[src/rtl/miriscv_pkg.sv]
// Shared definitions for the miriscv fetch path.
//   XLEN             - architectural register and address width
//   FETCH_FIFO_DEPTH - default number of instruction buffer entries
//   fetch_state_t    - fetch FSM state encoding
//   fetch_entry_t    - one buffered instruction with its PC
package miriscv_pkg;

  localparam int unsigned XLEN             = 32;
  localparam int unsigned FETCH_FIFO_DEPTH = 4;

  typedef enum logic [1:0] {
    StBoot  = 2'd0,
    StRun   = 2'd1,
    StDrain = 2'd2
  } fetch_state_t;

  typedef struct packed {
    logic [XLEN-1:0] instr;
    logic [XLEN-1:0] pc;
  } fetch_entry_t;

endpackage

[src/rtl/miriscv_fetch_fifo.sv]
// Instruction buffer between the memory response port and decode.
// Ports:
//   clk, arstn     - clock, asynchronous active-low reset
//   push, wdata    - write one {instr, pc} entry
//   pop            - drop the head entry
//   flush          - empty the buffer (wins over push/pop)
//   rdata          - head entry (meaningless while empty)
//   full, empty    - occupancy flags
//   count          - number of valid entries
module miriscv_fetch_fifo
  import miriscv_pkg::*;
#(
  parameter int unsigned DEPTH = FETCH_FIFO_DEPTH
) (
  input  logic                           clk,
  input  logic                           arstn,
  input  logic                           push,
  input  fetch_entry_t                   wdata,
  input  logic                           pop,
  input  logic                           flush,
  output fetch_entry_t                   rdata,
  output logic                           full,
  output logic                           empty,
  output logic [$clog2(DEPTH + 1)-1:0]   count
);

  localparam int unsigned PtrW = (DEPTH > 1) ? $clog2(DEPTH) : 1;
  localparam int unsigned CntW = $clog2(DEPTH + 1);

  fetch_entry_t    mem_q [DEPTH];
  logic [PtrW-1:0] wr_ptr_q;
  logic [PtrW-1:0] rd_ptr_q;
  logic [CntW-1:0] count_q;
  logic            do_push;
  logic            do_pop;

  // A push into a full buffer is only legal when the head leaves the same cycle.
  assign do_push = push & (~full | pop);
  assign do_pop  = pop & ~empty;

  // Depth is a power of two, so the pointers wrap naturally.
  always_ff @(posedge clk or negedge arstn) begin
    if (!arstn) begin
      wr_ptr_q <= '0;
      rd_ptr_q <= '0;
      count_q  <= '0;
    end else if (flush) begin
      wr_ptr_q <= '0;
      rd_ptr_q <= '0;
      count_q  <= '0;
    end else begin
      if (do_push) wr_ptr_q <= wr_ptr_q + PtrW'(1);
      if (do_pop)  rd_ptr_q <= rd_ptr_q + PtrW'(1);
      count_q <= count_q + CntW'(do_push) - CntW'(do_pop);
    end
  end

  // Storage needs no reset: entries are only observed while count is non-zero.
  always_ff @(posedge clk) begin
    if (do_push && !flush) begin
      mem_q[wr_ptr_q] <= wdata;
    end
  end

  assign rdata = mem_q[rd_ptr_q];
  assign full  = (count_q == CntW'(DEPTH));
  assign empty = (count_q == '0);
  assign count = count_q;

endmodule

[src/rtl/miriscv_fetch_unit.sv]
// Instruction fetch unit: issues word requests to instruction memory under a
// credit scheme, buffers in-order responses with their PCs and hands them to
// decode. Redirects flush the buffer and drop responses still in flight.
// Ports:
//   clk_i, arstn_i                    - clock, asynchronous active-low reset
//   instr_req_o, instr_addr_o         - memory request and word address
//   instr_gnt_i                       - request accepted
//   instr_rvalid_i, instr_rdata_i     - in-order read response
//   fetch_valid_o, fetch_instr_o,
//   fetch_pc_o                        - buffer head towards decode
//   decode_ready_i                    - decode consumes the head
//   redirect_i, redirect_pc_i         - change of control flow
module miriscv_fetch_unit
  import miriscv_pkg::*;
#(
  parameter logic [XLEN-1:0] BOOT_ADDR  = 32'h0000_0000,
  parameter int unsigned     FIFO_DEPTH = FETCH_FIFO_DEPTH
) (
  input  logic            clk_i,
  input  logic            arstn_i,
  output logic            instr_req_o,
  output logic [XLEN-1:0] instr_addr_o,
  input  logic            instr_gnt_i,
  input  logic            instr_rvalid_i,
  input  logic [XLEN-1:0] instr_rdata_i,
  output logic            fetch_valid_o,
  output logic [XLEN-1:0] fetch_instr_o,
  output logic [XLEN-1:0] fetch_pc_o,
  input  logic            decode_ready_i,
  input  logic            redirect_i,
  input  logic [XLEN-1:0] redirect_pc_i
);

  localparam int unsigned CntW = $clog2(FIFO_DEPTH + 1);
  localparam logic [XLEN-1:0] WordMask  = ~XLEN'(3);
  localparam logic [XLEN-1:0] BootAlign = BOOT_ADDR & WordMask;

  fetch_state_t    state_q, state_d;
  logic [XLEN-1:0] pc_q, pc_d;
  // PC of the oldest response that will be kept.
  logic [XLEN-1:0] resp_pc_q, resp_pc_d;
  logic [CntW-1:0] outstanding_q, outstanding_d;
  logic [CntW-1:0] discard_q, discard_d;

  logic [CntW-1:0] buf_count;
  logic [CntW:0]   in_use;
  logic            buf_full;
  logic            buf_empty;
  logic            credit_ok;
  logic            grant;
  logic            resp_seen;
  logic            resp_live;
  logic            resp_drop;
  logic            push;
  logic            pop;
  logic [XLEN-1:0] redirect_pc;
  fetch_entry_t    push_entry;
  fetch_entry_t    head;

  // Every request in flight has a buffer slot reserved, so pushes never overflow.
  assign in_use      = {1'b0, outstanding_q} + {1'b0, buf_count};
  assign credit_ok   = (in_use < (CntW + 1)'(FIFO_DEPTH));
  assign instr_req_o = (state_q == StRun) & credit_ok;
  assign grant       = instr_req_o & instr_gnt_i;

  // Responses with nothing outstanding belong to requests abandoned by reset.
  assign resp_seen = instr_rvalid_i & (outstanding_q != '0);
  assign resp_live = resp_seen & (discard_q == '0);
  assign resp_drop = resp_seen & (discard_q != '0);

  assign redirect_pc = redirect_pc_i & WordMask;

  // Redirect wins over a same-cycle response and pop.
  assign push = resp_live & ~redirect_i & (~buf_full | pop);
  assign pop  = fetch_valid_o & decode_ready_i & ~redirect_i;

  always_comb begin
    outstanding_d = outstanding_q + CntW'(grant) - CntW'(resp_seen);
    // After a redirect everything still in flight is stale, including a
    // request granted this very cycle.
    if (redirect_i) begin
      discard_d = outstanding_d;
    end else begin
      discard_d = discard_q - CntW'(resp_drop);
    end

    pc_d      = pc_q;
    resp_pc_d = resp_pc_q;
    if (redirect_i) begin
      pc_d      = redirect_pc;
      resp_pc_d = redirect_pc;
    end else begin
      if (grant) pc_d = pc_q + XLEN'(4);
      if (push)  resp_pc_d = resp_pc_q + XLEN'(4);
    end
  end

  always_comb begin
    state_d = state_q;
    unique case (state_q)
      StBoot:  state_d = StRun;
      StRun:   state_d = StRun;
      StDrain: if (discard_d == '0) state_d = StRun;
      default: state_d = StBoot;
    endcase
    if (redirect_i) begin
      state_d = (discard_d != '0) ? StDrain : StRun;
    end
  end

  always_ff @(posedge clk_i or negedge arstn_i) begin
    if (!arstn_i) begin
      state_q       <= StBoot;
      pc_q          <= BootAlign;
      resp_pc_q     <= BootAlign;
      outstanding_q <= '0;
      discard_q     <= '0;
    end else begin
      state_q       <= state_d;
      pc_q          <= pc_d;
      resp_pc_q     <= resp_pc_d;
      outstanding_q <= outstanding_d;
      discard_q     <= discard_d;
    end
  end

  assign push_entry.instr = instr_rdata_i;
  assign push_entry.pc    = resp_pc_q;

  miriscv_fetch_fifo #(
    .DEPTH (FIFO_DEPTH)
  ) u_fetch_fifo (
    .clk   (clk_i),
    .arstn (arstn_i),
    .push  (push),
    .wdata (push_entry),
    .pop   (pop),
    .flush (redirect_i),
    .rdata (head),
    .full  (buf_full),
    .empty (buf_empty),
    .count (buf_count)
  );

  assign instr_addr_o  = pc_q;
  assign fetch_valid_o = ~buf_empty;
  // Head is forced to zero while empty so decode never sees stale storage.
  assign fetch_instr_o = fetch_valid_o ? head.instr : '0;
  assign fetch_pc_o    = fetch_valid_o ? head.pc    : '0;

endmodule
[config.mk]
export PLATFORM = sky130hd
export DESIGN_NAME = miriscv_fetch_unit
export DESIGN_NICKNAME = d
export VERILOG_FILES = /design/src/rtl/miriscv_pkg.sv /design/src/rtl/miriscv_fetch_fifo.sv /design/src/rtl/miriscv_fetch_unit.sv
export SDC_FILE = /design/constraint.sdc
export NUM_CORES = 1
export LEC_CHECK = 0
export ABC_CLOCK_PERIOD_IN_PS = 4000
export BUFFER_PORTS_ARGS = -buffer_cell sky130_fd_sc_hd__buf_2
export CAP_MARGIN = 25
export CELL_PAD_IN_SITES_DETAIL_PLACEMENT = 1
export CELL_PAD_IN_SITES_GLOBAL_PLACEMENT = 1
export CORE_AREA = 2 2 171 173
export CTS_BUF_LIST = sky130_fd_sc_hd__clkbuf_16
export CTS_CLUSTER_DIAMETER = 40
export DETAILED_ROUTE_END_ITERATION = 6
export DIE_AREA = 0 0 173 175
export GPL_ROUTABILITY_DRIVEN = 1
export MAX_ROUTING_LAYER = met4
export PLACE_DENSITY = 0.88
export SKIP_CTS_REPAIR_TIMING = 1
export SLEW_MARGIN = 10
export SYNTH_ARGS = -nofsm -noshare
export SYNTH_HDL_FRONTEND = slang
export SYNTH_SLANG_ARGS = --single-unit
export TNS_END_PERCENT = 10
[constraint.sdc]
create_clock -name clk_i -period 4 [get_ports clk_i]
set_clock_uncertainty 0.1 [all_clocks]
set_input_delay 0.8 -clock clk_i [delete_from_list [all_inputs] [get_ports clk_i]]
set_output_delay 0.8 -clock clk_i [all_outputs]
set_load 0.05 [all_outputs]
==> results summary, run 1 <==
The flow ran to the end, and the final reports show no timing, DRC or antenna violations. For the worst flop-to-flop path, the logic depth is 13. After layout, the minimum clock period comes to 3.83 ns. The worst path required time is 4.28 ns.

Across the run, the number of max-cap violations was 0. The critical path in this run is classified as reg2reg. Entering global routing, the biggest net connects 66 pins. The routed via count divided by cell count is 5.66.

Routability-driven placement finished with a final weighted congestion of 0.832. The count of antenna-violating nets left after detailed routing is 0. The worst setup path is launched from a flip-flop. The maximum clock insertion buffer count is 3. The total routed wirelength is 32,400 µm. The endpoint class of the critical path is a flip-flop.

The worst register-to-register path begins at outstanding_q[2]$_DFF_PN0_. Data arrives at the worst endpoint at 4.11 ns. The residual DRC count is 0. By instance count, the cell type seen most on the critical path is ha_1. Pin placement for this block handled 168 I/O pins. A synthesized cell averages 16.5 µm².

The cell area after synthesis is 0.0137 mm². The count of final max-slew check failures was 0. For this run, the total global-route usage over all layers was measured as 0.226. The final instance count without filler cells came out at 1,443.

The share of post-route cells with drive strength above 1 is 0.346. The floorplan step set the die width to 173 µm. Row generation in the floorplan step produced 62 rows. The endpoint identified for the worst register-to-register timing path is state_q[1]$_DFFE_PN0P_. The fill cell total of the finished layout is 2,702. The worst-path maximum fanout came out at 5.

The actual transition at the worst max-transition pin is 0.971 ns. The H-tree depth is 2. The highest cell delay on the worst timing path came out at 0.58 ns. The worst hold path class is in2async. The worst slack after detailed placement came out at 0.183 ns. The number of failing setup endpoints in the final timing report came out at 0. The number of global-route vias before repair is 8,819. The post-synthesis sequential element count came out at 323.

The cell chosen for the clock root is clkbuf_16. Once detailed placement completed, the half-perimeter wirelength came to 20,700 µm. Counting flops with a built-in enable in the synthesized netlist gives 248. The timing-limited maximum frequency came out at 261 MHz.

The effective utilization at floorplan came out at 0.484. The average wire per standard cell is 22.4 µm. After global routing the overflow that remains totals 0.

Clock latency on the worst-skew pair, taken at its later pin, is 0.53 ns. The leakage power of the design came out at 6.12 nW. The final worst setup slack is 0.175 ns. The largest voltage drop on the vdd net is 0.428 mV. The post-synthesis cell count came out at 833. For this design, the sink count on the clock tree is 323. The die covers 0.0303 mm².

In the synthesized netlist the dominant register cell turns out to be edfxtp_1. The number of CTS-inserted buffers came out at 45. The max-slew headroom at the worst pin is 0.347. The number of failing hold endpoints at the final stage came out at 0. The area added between synthesis and finish is 21.0%. The overall via count from detail_route came out at 8,162. The pre-antenna-repair detailed-routing pass consisted of 5 iterations. The instance count after placement with tap cells included is 1,359. In this run the standard cell core region covers 0.0284 mm². The setup TNS after final layout came out at 0 ns. The clock input transition at the sequential cells of the worst setup and hold paths came out at 0.06 ns. Counting distinct cell types in the post-synthesis netlist gives 45. The critical path goes through ha_1 > or4b_4 > nor3_4 > nand2_2 > ha_1 > inv_1 > ha_1 > fa_1 > xnor3_1 > nand2_1 > o21ai_0 > or3_1 > a21boi_0. In the synthesized netlist the async set-or-reset flop fraction comes to 0.232.

The number of input and output port buffers inserted is 161. The CTS tree is done. Dividing total power by cell area gives a power density of 647 mW/mm². The die outline height came out at 175 µm. The net total in the final layout came out at 1,108. The number of antenna diodes came out at 0. The part of the cycle the worst path needs is 0.956. The initial antenna violation count is 0. The DRC violation total after the first TritonRoute iteration came out at 637. The register-to-register setup slack is 0.17 ns. The cell with the biggest individual delay on the critical path is or4b_4.

The sequential element share of the synthesized area is 0.678. Setup repair after global routing left no endpoint under its margin. Yosys printed 0 warnings. The first global-routing pass estimated 51,600 µm of wire.
## stage by stage
stage	total power, mW	util	cell area, µm²	hold WS, ns
floorplan	6.24	-	13800	0.356
global placement	6.91	0.534	15200	0.383
detailed placement	6.98	0.534	15200	0.402
CTS	10.9	0.586	16600	0.247
global route	11.2	0.586	16600	0.274
finish	10.8	0.586	16600	0.241
## cell families (layout without fill, tap and decap cells)
| group | after synthesis | after routing | synth area share |
|---|---|---|---|
| buffers and inverters | 64 | 287 | 0.0193 |
| adders and majority gates | 16 | 16 | 0.0157 |
| other | 1 | 4 | 0.000273 |
| muxes | 96 | 96 | 0.129 |
| DFF | 323 | 323 | 0.678 |
| xor gates and xnor gates | 59 | 59 | 0.0386 |
| and+or+nand+nor | 234 | 234 | 0.0988 |
| AOI/OAI and AO/OA | 40 | 40 | 0.0198 |
## worst max-delay path, delay by kind of cell (launching register included)
family	cells	cell delay (ns)
flops	1	0.41
xor+xnor	1	0.39
compound gates	2	0.24
fa+ha+maj	4	1.16
buf+inv	1	0.04
simple gates	5	1.34
## synth_stat cells, drive strengths merged (20+ instances only)
library cell / count / share of area
edfxtp: 248 / 0.54
inv: 23 / 0.0063
dfrtp: 75 / 0.14
xnor2: 32 / 0.020
mux2: 33 / 0.027
nand4: 24 / 0.011
xor2: 26 / 0.017
clkbuf: 23 / 0.0063
nand3: 28 / 0.011
mux4: 62 / 0.10
nand2: 26 / 0.0071
nor2: 20 / 0.0055
and2: 66 / 0.030
## cell type report
cell class	count	area, µm²	area share
flip-flops and latches	323	9330	0.561
inverters	23	86.3	0.00519
clock inverters	37	288	0.0173
clock buffers	47	1180	0.0707
well taps	384	480	0.0289
repair buffers	180	1090	0.0653
multi-input cells	449	4190	0.252
## per-layer routing
metal	up-vias	part of all wire	global-route usage
met5	-	0	-
li1	3574	-	-
met4	0	0.024	0.0699
met1	4234	0.42	0.294
met2	291	0.50	0.368
met3	63	0.056	0.0387
## report_power, final
group	leakage, nW	internal, mW	switching (mW)	total [mW]
Sequential	3.10	3.83	0.244	4.07
Combinational	2.28	0.956	1.90	2.86
Clock	0.736	2.30	1.53	3.83
## worst max-delay path by stage
stage	startpoint	to	depth (start not counted)
final	outstanding_q[2]$_DFF_PN0_	state_q[1]$_DFFE_PN0P_	13
after global routing	outstanding_q[2]$_DFF_PN0_	state_q[1]$_DFFE_PN0P_	13
after CTS	outstanding_q[2]$_DFF_PN0_	state_q[1]$_DFFE_PN0P_	13
after detailed placement	outstanding_q[2]$_DFF_PN0_	state_q[1]$_DFFE_PN0P_	13
after global placement	outstanding_q[2]$_DFF_PN0_	state_q[1]$_DFFE_PN0P_	13
after floorplan	outstanding_q[2]$_DFF_PN0_	state_q[1]$_DFFE_PN0P_	13
## cell usage in the layout, fill, tap and decap left out, types with 4 or more instances in the layout
cell / instances
a21boi_0: 15
a21oi_1: 10
a31oi_1: 4
and2_1: 66
and3_1: 11
and3_2: 4
and4_1: 4
buf_12: 11
buf_2: 161
buf_4: 8
clkbuf_16: 47
clkinv_1: 6
clkinv_2: 6
conb_1: 4
dfrtp_1: 73
edfxtp_1: 248
ha_1: 14
inv_1: 27
inv_6: 11
mux2_2: 33
mux4_2: 62
nand2_1: 25
nand2b_1: 9
nand3_1: 27
nand4_1: 24
nor2_1: 20
nor3_1: 13
nor4_1: 15
xnor2_1: 32
xor2_1: 26
## flip-flops by register name, indices dropped and copies added (netlist names)
name                   cells
u_fetch_fifo.count         3
discard_q                  3
outstanding_q              3
u_fetch_fifo.mem_q       248
resp_pc_q                 30
u_fetch_fifo.wr_ptr_q      2
state_q                    2
u_fetch_fifo.rd_ptr_q      2
instr_addr_o              30
No activity file was read; power rests on OpenSTA's default activity.
==> run 2, diff against run 1 <==
--- a/config.mk
+++ b/config.mk
@@ -5,7 +5,7 @@
 export SDC_FILE = /design/constraint.sdc
 export NUM_CORES = 1
 export LEC_CHECK = 0
-export ABC_CLOCK_PERIOD_IN_PS = 4000
+export ABC_CLOCK_PERIOD_IN_PS = 4300
 export BUFFER_PORTS_ARGS = -buffer_cell sky130_fd_sc_hd__buf_2
 export CAP_MARGIN = 25
 export CELL_PAD_IN_SITES_DETAIL_PLACEMENT = 1
@@ -17,7 +17,7 @@
 export DIE_AREA = 0 0 173 175
 export GPL_ROUTABILITY_DRIVEN = 1
 export MAX_ROUTING_LAYER = met4
-export PLACE_DENSITY = 0.88
+export PLACE_DENSITY_LB_ADDON = 0.1
 export SKIP_CTS_REPAIR_TIMING = 1
 export SLEW_MARGIN = 10
 export SYNTH_ARGS = -nofsm -noshare
==> constraint.sdc (replaced) <==
create_clock -name clk_i -period 4.3 [get_ports clk_i]
set_clock_uncertainty 0.1 [all_clocks]
set_input_delay 0.86 -clock clk_i [delete_from_list [all_inputs] [get_ports clk_i]]
set_output_delay 0.86 -clock clk_i [all_outputs]
set_load 0.05 [all_outputs]
==> results summary, run 2 (same netlist as run 1, synthesis figures left out) <==
Status: finished, final reports clean (unchanged). The number of CTS-inserted buffers came to 43 (was 45). Crit path cell chain: ha_1 > or4b_4 > nor3_2 > nand2_1 > ha_1 > inv_1 > ha_1 > fa_1 > xnor3_1 > nand2_1 > o21ai_0 > or3_1 > a21boi_0 (was ha_1 > or4b_4 > nor3_4 > nand2_2 > ha_1 > inv_1 > ha_1 > fa_1 > xnor3_1 > nand2_1 > o21ai_0 > or3_1 > a21boi_0). The die outline area is 0.0303 mm² (unchanged). The DRC violation total after the first TritonRoute iteration is 376 (was 637). The top-level port count came out at 168 (unchanged).

The most prevalent standard cell on the critical path was ha_1 (unchanged). The critical setup path kind was reg2reg (unchanged). The highest cell delay on the worst timing path is 0.57 ns (was 0.58 ns). The number of placement rows is 62 (unchanged). The type of origin of the critical path is a flip-flop (unchanged). The actual transition at the worst max-transition pin is 1.05 ns (was 0.971 ns). The endpoint class of the critical path is a flip-flop (unchanged). The cell chosen for the clock root is clkbuf_16 (unchanged). The global-route wire length before repair came out at 47,100 µm (was 51,600 µm). The worst path required time came out at 4.55 ns (was 4.28 ns). The largest voltage drop on the vdd net is 0.331 mV (was 0.428 mV). The count of antenna-violating nets left after detailed routing is 0 (unchanged).

The register with the most flip-flops is u_fetch_fifo.mem_q (unchanged). The net total in the final layout came out at 1,100 (was 1,108). The share of post-route cells with drive strength above 1 is 0.342 (was 0.346). The overall power of the completed layout is 9.70 mW (was 10.8 mW). The fill cell total of the finished layout is 2,695 (was 2,702).

The area of the core region is 0.0284 mm² (unchanged). The routed via count divided by cell count is 5.45 (was 5.66). The final worst setup slack is 0.357 ns (was 0.175 ns). The residual DRC count came out at 0 (unchanged). The total routed wirelength is 29,400 µm (was 32,400 µm). The worst-path maximum fanout came out at 5 (unchanged). The setup TNS after final layout is 0 ns (unchanged).

The CTS tree is done (unchanged). The leading cell type in the layout, fill and taps excluded is edfxtp_1 (unchanged). The die outline height came out at 175 µm (unchanged). The overall via count from detail_route came out at 7,799 (was 8,162). The arrival time reported for the critical path endpoint is 4.19 ns (was 4.11 ns). The flip-flop count of the largest register, all copies and words added came out at 248 (unchanged). The leakage power of the design was 5.99 nW (was 6.12 nW). The worst hold path class is in2async (unchanged). The part of the cycle the worst path needs came to 0.917 (was 0.956). The number of failing setup endpoints in the final timing report came out at 0 (unchanged). The max-slew headroom at the worst pin is 0.298 (was 0.347). The overall fraction of global-route tracks in use came out at 0.205 (was 0.226). The timing-limited maximum frequency is 254 MHz (was 261 MHz). The area added between synthesis and finish is 19.5% (was 21.0%). The count of final max-slew check failures is 0 (unchanged). The number of sinks handled by clock tree synthesis came to 323 (unchanged). The clock input transition at the sequential cells of the worst setup and hold paths is 0.06 ns (about the same). The HPWL after detailed placement came out at 18,600 µm (was 20,700 µm). The reported max-cap violation count came to 0 (unchanged). Commonest cells after routing, fill and taps aside: edfxtp_1 (248), buf_2 (160), dfrtp_1 (73), and2_1 (66), mux4_2 (62) (was edfxtp_1 (248), buf_2 (161), dfrtp_1 (73), and2_1 (66), mux4_2 (62)). The final critical-path required period was 3.94 ns (was 3.83 ns). The number of global-route vias before repair is 8,326 (was 8,819). The cell with the biggest individual delay on the critical path is or4b_4 (unchanged). The total power density per cell area came to 590 mW/mm² (was 647 mW/mm²). The effective utilization at floorplan is 0.484 (unchanged). The initial antenna violation count came out at 1 (was 0). The worst slack after detailed placement came out at 0.374 ns (was 0.183 ns). The global placer's final weighted congestion is 0.788 (was 0.832). The average wire per standard cell is 20.5 µm (was 22.4 µm).

The number of failing hold endpoints at the final stage is 0 (unchanged). The H-tree depth is 2 (unchanged). The maximum clock insertion buffer count was 3 (unchanged). The overall overflow remaining after global route is 0 (unchanged).

The maximum number of pins on one net before global-route repair came out at 64 (was 66). RSZ-0062 raised after global routing: false (unchanged). The number of input and output port buffers inserted is 161 (unchanged). The iteration count of the initial detailed-routing pass is 4 (was 5).

The chip width is 173 µm (unchanged). The clock latency on the worst-skew pair came to 0.52 ns (was 0.53 ns).
==> run 2: cell types whose count changed in the layout (fill, tap and decap cells not counted), moves of 2 or more <==
cell | previous run | this run
buf_12 | 11 | 7
bufinv_16 | 2 | 0
clkbuf_16 | 47 | 45
clkinv_1 | 6 | 4
clkinv_4 | 3 | 6
clkinvlp_4 | 3 | 9
inv_1 | 27 | 24
inv_6 | 11 | 5
==> run 2: worst paths after layout <==
| check | from | end | slack (ns) | cells past startpoint |
|---|---|---|---|---|
| hold / removal | arstn_i | instr_addr_o[18]$_DFFE_PN0N_ | 0.30 | 1 |
| max in group asynchronous | arstn_i | resp_pc_q[7]$_DFFE_PN0N_ | 2.99 | 2 |
| hold reg to reg | state_q[1]$_DFFE_PN0P_ | state_q[0]$_DFFE_PN0P_ | 0.40 | 1 |
| setup / recovery | outstanding_q[2]$_DFF_PN0_ | state_q[1]$_DFFE_PN0P_ | 0.36 | 13 |
| min in group clk_i | state_q[1]$_DFFE_PN0P_ | state_q[0]$_DFFE_PN0P_ | 0.40 | 1 |
| setup reg to reg | outstanding_q[2]$_DFF_PN0_ | state_q[1]$_DFFE_PN0P_ | 0.36 | 13 |
==> run 2: power by group <==
part | total [mW] | internal, mW | switching (mW)
clock network | 3.30 | 1.94 | 1.37
registers | 3.79 | 3.56 | 0.224
logic | 2.61 | 0.893 | 1.72
total | 9.70 | 6.39 | 3.31
==> run 2: metal layers <==
layer | up-vias | track usage | routed length (µm)
met5 | - | - | 0
met4 | 0 | 0.0537 | 577
met3 | 43 | 0.0302 | 1420
met2 | 225 | 0.328 | 14100
met1 | 3969 | 0.278 | 13300
li1 | 3562 | - | -
==> run 2: cell type report <==
type                            count  area, µm²  area share
Sequential cell                   323       9330       0.568
Multi-Input combinational cell    449       4180       0.254
Clock buffer                       45       1130      0.0685
Timing Repair Buffer              174        993      0.0605
Tap cell                          384        480      0.0292
Clock inverter                     33        234      0.0142
Inverter                           23       86.3     0.00525
Antenna cell                        1       2.50    0.000152
==> run 2: critical path: cells and delay by family, from the launching register on <==
kind                       cells  cell delay (ns)
and+or+nand+nor                5             1.41
adders and majority gates      4             1.16
DFF                            1             0.42
xor gates and xnor gates       1             0.38
AOI/OAI and AO/OA              2             0.25
buffers and inverters          1             0.04
==> run 2: metrics by stage <==
step / cells / util / hold WS [ns] / area (µm²)
finish: 1432 / 0.579 / 0.297 / 16400
global placement: 1352 / 0.530 / 0.377 / 15000
floorplan: 836 / - / 0.356 / 13800
CTS: 1431 / 0.579 / 0.320 / 16400
detailed placement: 1353 / 0.531 / 0.388 / 15100
global route: 1432 / 0.579 / 0.346 / 16400
==> run 3, diff against run 2 <==
--- a/config.mk
+++ b/config.mk
@@ -17,7 +17,8 @@
 export DIE_AREA = 0 0 173 175
 export GPL_ROUTABILITY_DRIVEN = 1
 export MAX_ROUTING_LAYER = met4
-export PLACE_DENSITY_LB_ADDON = 0.1
+export PLACE_DENSITY = 0.81
+export RECOVER_POWER = 100
 export SKIP_CTS_REPAIR_TIMING = 1
 export SLEW_MARGIN = 10
 export SYNTH_ARGS = -nofsm -noshare
==> results summary, run 3 (same netlist as run 1, synthesis figures left out) <==
The maximum clock insertion buffer count came out at 3 (unchanged). The final worst setup slack was 0.269 ns (was 0.357 ns). The worst slack after detailed placement came to 0.289 ns (was 0.374 ns). The number of placement rows came out at 62 (unchanged). The CTS tree is done (unchanged). The largest voltage drop on the vdd net is 0.340 mV (was 0.331 mV). The max-slew headroom at the worst pin is -0.0732 (was 0.298). The global placer's final weighted congestion came out at 0.852 (was 0.788). The number of global-route vias before repair is 8,678 (was 8,326). The reg-to-reg endpoint is state_q[1]$_DFFE_PN0P_ (unchanged).

The overall overflow remaining after global route is 0 (unchanged). The total routed wirelength came out at 30,900 µm (was 29,400 µm). Commonest cells after routing, fill and taps aside: edfxtp_1 (248), clkbuf_1 (125), dfrtp_1 (74), and2_1 (65), mux4_2 (62) (was edfxtp_1 (248), buf_2 (160), dfrtp_1 (73), and2_1 (66), mux4_2 (62)). The reported max-cap violation count is 1 (was 0). The relative contribution of combinational cells to total power came out at 0.259 (was 0.269). The DRC violation total after the first TritonRoute iteration came out at 521 (was 376). The iteration count of the initial detailed-routing pass came to 5 (was 4). RSZ-0062 raised after global routing: false (unchanged). The count of antenna-violating nets left after detailed routing came to 0 (unchanged). The worst hold path class was in2async (unchanged). The flip-flop count of the largest register, all copies and words added came to 248 (unchanged). The final instance count without filler cells came out at 1,440 (was 1,432). The overall power of the completed layout was 9.88 mW (was 9.70 mW). The final critical-path required period is 4.03 ns (was 3.94 ns). The worst path required time is 4.57 ns (was 4.55 ns). The cell-internal power is 6.49 mW (was 6.39 mW). The clock latency on the worst-skew pair is 0.54 ns (was 0.52 ns).

The setup TNS after final layout is 0 ns (unchanged). The actual transition at the worst max-transition pin is 1.60 ns (was 1.05 ns). The overall via count from detail_route is 7,902 (was 7,799). The placement-stage cell area came to 0.0151 mm² (about the same).

The worst-path maximum fanout is 5 (unchanged). The routed via count divided by cell count is 5.49 (was 5.45). The checks that failed: max-capacitance violations, max-slew violations. The total power density per cell area came out at 607 mW/mm² (was 590 mW/mm²).

The number of failing setup endpoints in the final timing report is 0 (unchanged). The critical setup path kind is reg2reg (unchanged). The total net switching power is 3.39 mW (was 3.31 mW).

The area of the core region came out at 0.0284 mm² (unchanged). The effective utilization at floorplan came out at 0.484 (unchanged). The count of final max-slew check failures is 16 (was 0).

The overall fraction of global-route tracks in use came out at 0.217 (was 0.205). The area added between synthesis and finish is 18.4% (was 19.5%). The average wire per standard cell is 21.5 µm (was 20.5 µm).

The H-tree depth is 2 (unchanged). The die outline area came to 0.0303 mm² (unchanged). The clock input transition at the sequential cells of the worst setup and hold paths is 0.05 ns (was 0.06 ns). The number of input and output port buffers inserted came out at 161 (unchanged). The cell chosen for the clock root is clkbuf_16 (unchanged).

The leading cell type in the layout, fill and taps excluded is edfxtp_1 (unchanged). The maximum number of pins on one net before global-route repair is 66 (was 64). The final design instance area without fill came to 0.0163 mm² (was 0.0164 mm²). The clock network fraction of design power came out at 0.361 (was 0.341). The leakage power of the design came out at 5.65 nW (was 5.99 nW).

The instance count after placement with tap cells included came out at 1,356 (was 1,353). The launching point of the worst reg2reg path is outstanding_q[2]$_DFF_PN0_ (unchanged). Status: finished, violations left (was finished, final reports clean). The top-level port count is 168 (unchanged). The number of failing hold endpoints at the final stage is 0 (unchanged). The global-route wire length before repair is 49,500 µm (was 47,100 µm). The arrival time reported for the critical path endpoint is 4.30 ns (was 4.19 ns). The fraction of power spent switching nets was 0.343 (was 0.341). The HPWL after detailed placement came out at 19,900 µm (was 18,600 µm). The initial antenna violation count came out at 0 (was 1). The number of antenna diodes is 0 (was 1). The chip width is 173 µm (unchanged). The residual DRC count came out at 0 (unchanged). The proportion of power drawn by flip-flops and latches came out at 0.380 (was 0.390). The endpoint class of the critical path is a flip-flop (unchanged).

The die outline height came out at 175 µm (unchanged). The net total in the final layout came out at 1,106 (was 1,100). The timing-limited maximum frequency is 248 MHz (was 254 MHz). The share of post-route cells with drive strength above 1 is 0.218 (was 0.342). The part of the cycle the worst path needs was 0.938 (was 0.917). The type of origin of the critical path was a flip-flop (unchanged). The register-to-register setup slack was 0.27 ns (was 0.36 ns). The number of CTS-inserted buffers is 46 (was 43). The register with the most flip-flops is u_fetch_fifo.mem_q (unchanged). The number of sinks handled by clock tree synthesis came to 323 (unchanged). The length in cells of the worst reg-to-reg path came out at 13 (unchanged).
[run 3: worst max-delay path by stage]
stage / startpoint / end / slack (ns) / cells past startpoint
3_3_place_gp: outstanding_q[2]$_DFF_PN0_ / state_q[1]$_DFFE_PN0P_ / 0.45 / 13
6_report: outstanding_q[2]$_DFF_PN0_ / state_q[1]$_DFFE_PN0P_ / 0.27 / 13
2_1_floorplan: outstanding_q[2]$_DFF_PN0_ / state_q[1]$_DFFE_PN0P_ / 0.01 / 13
4_1_cts: outstanding_q[2]$_DFF_PN0_ / state_q[1]$_DFFE_PN0P_ / 0.24 / 13
3_5_place_dp: outstanding_q[2]$_DFF_PN0_ / state_q[1]$_DFFE_PN0P_ / 0.29 / 13
5_1_grt: outstanding_q[2]$_DFF_PN0_ / state_q[1]$_DFFE_PN0P_ / 0.08 / 13
[run 3: layout make-up]
| type | instances | area, µm² |
|---|---|---|
| Fill cell | 2772 | 12100 |
| Sequential cell | 323 | 9330 |
| Multi-Input combinational cell | 449 | 4150 |
| Clock buffer | 47 | 1180 |
| Timing Repair Buffer | 177 | 757 |
| Tap cell | 384 | 480 |
| Clock inverter | 37 | 303 |
| Inverter | 23 | 86.3 |
[run 3: metrics by stage]
| step | hold WS, ns | utilization |
|---|---|---|
| floorplan | 0.356 | - |
| finish | 0.294 | 0.573 |
| detailed placement | 0.384 | 0.533 |
| global route | 0.347 | 0.573 |
| CTS | 0.327 | 0.585 |
| global placement | 0.379 | 0.533 |
[run 3: power by group through the flow]
stage / Sequential (mW) / Clock [mW] / Combinational [mW]
after floorplan: 3.84 / 0 / 1.96
after global placement: 3.80 / 0 / 2.62
after detailed placement: 3.81 / 0 / 2.69
after CTS: 3.75 / 3.64 / 2.71
after global routing: 3.78 / 3.78 / 2.75
final: 3.75 / 3.56 / 2.56
[run 3: metal layers]
layer / track usage / wire length [µm] / share of wire
met3: 0.0357 / 1420 / 0.046
met4: 0.0583 / 640 / 0.021
met2: 0.357 / 15400 / 0.50
met5: - / 0 / 0
met1: 0.283 / 13500 / 0.43
[run 3: worst max-delay path, stage by stage (launching register included)]
cell and delay, ns:
dfrtp_1 0.43, ha_1 0.32, or4b_4 0.57, nor3_2 0.24, nand2_1 0.19, ha_1 0.32
inv_1 0.04, ha_1 0.19, fa_1 0.38, xnor3_1 0.38, nand2_1 0.07, o21ai_0 0.11
or3_1 0.40, a21boi_0 0.15
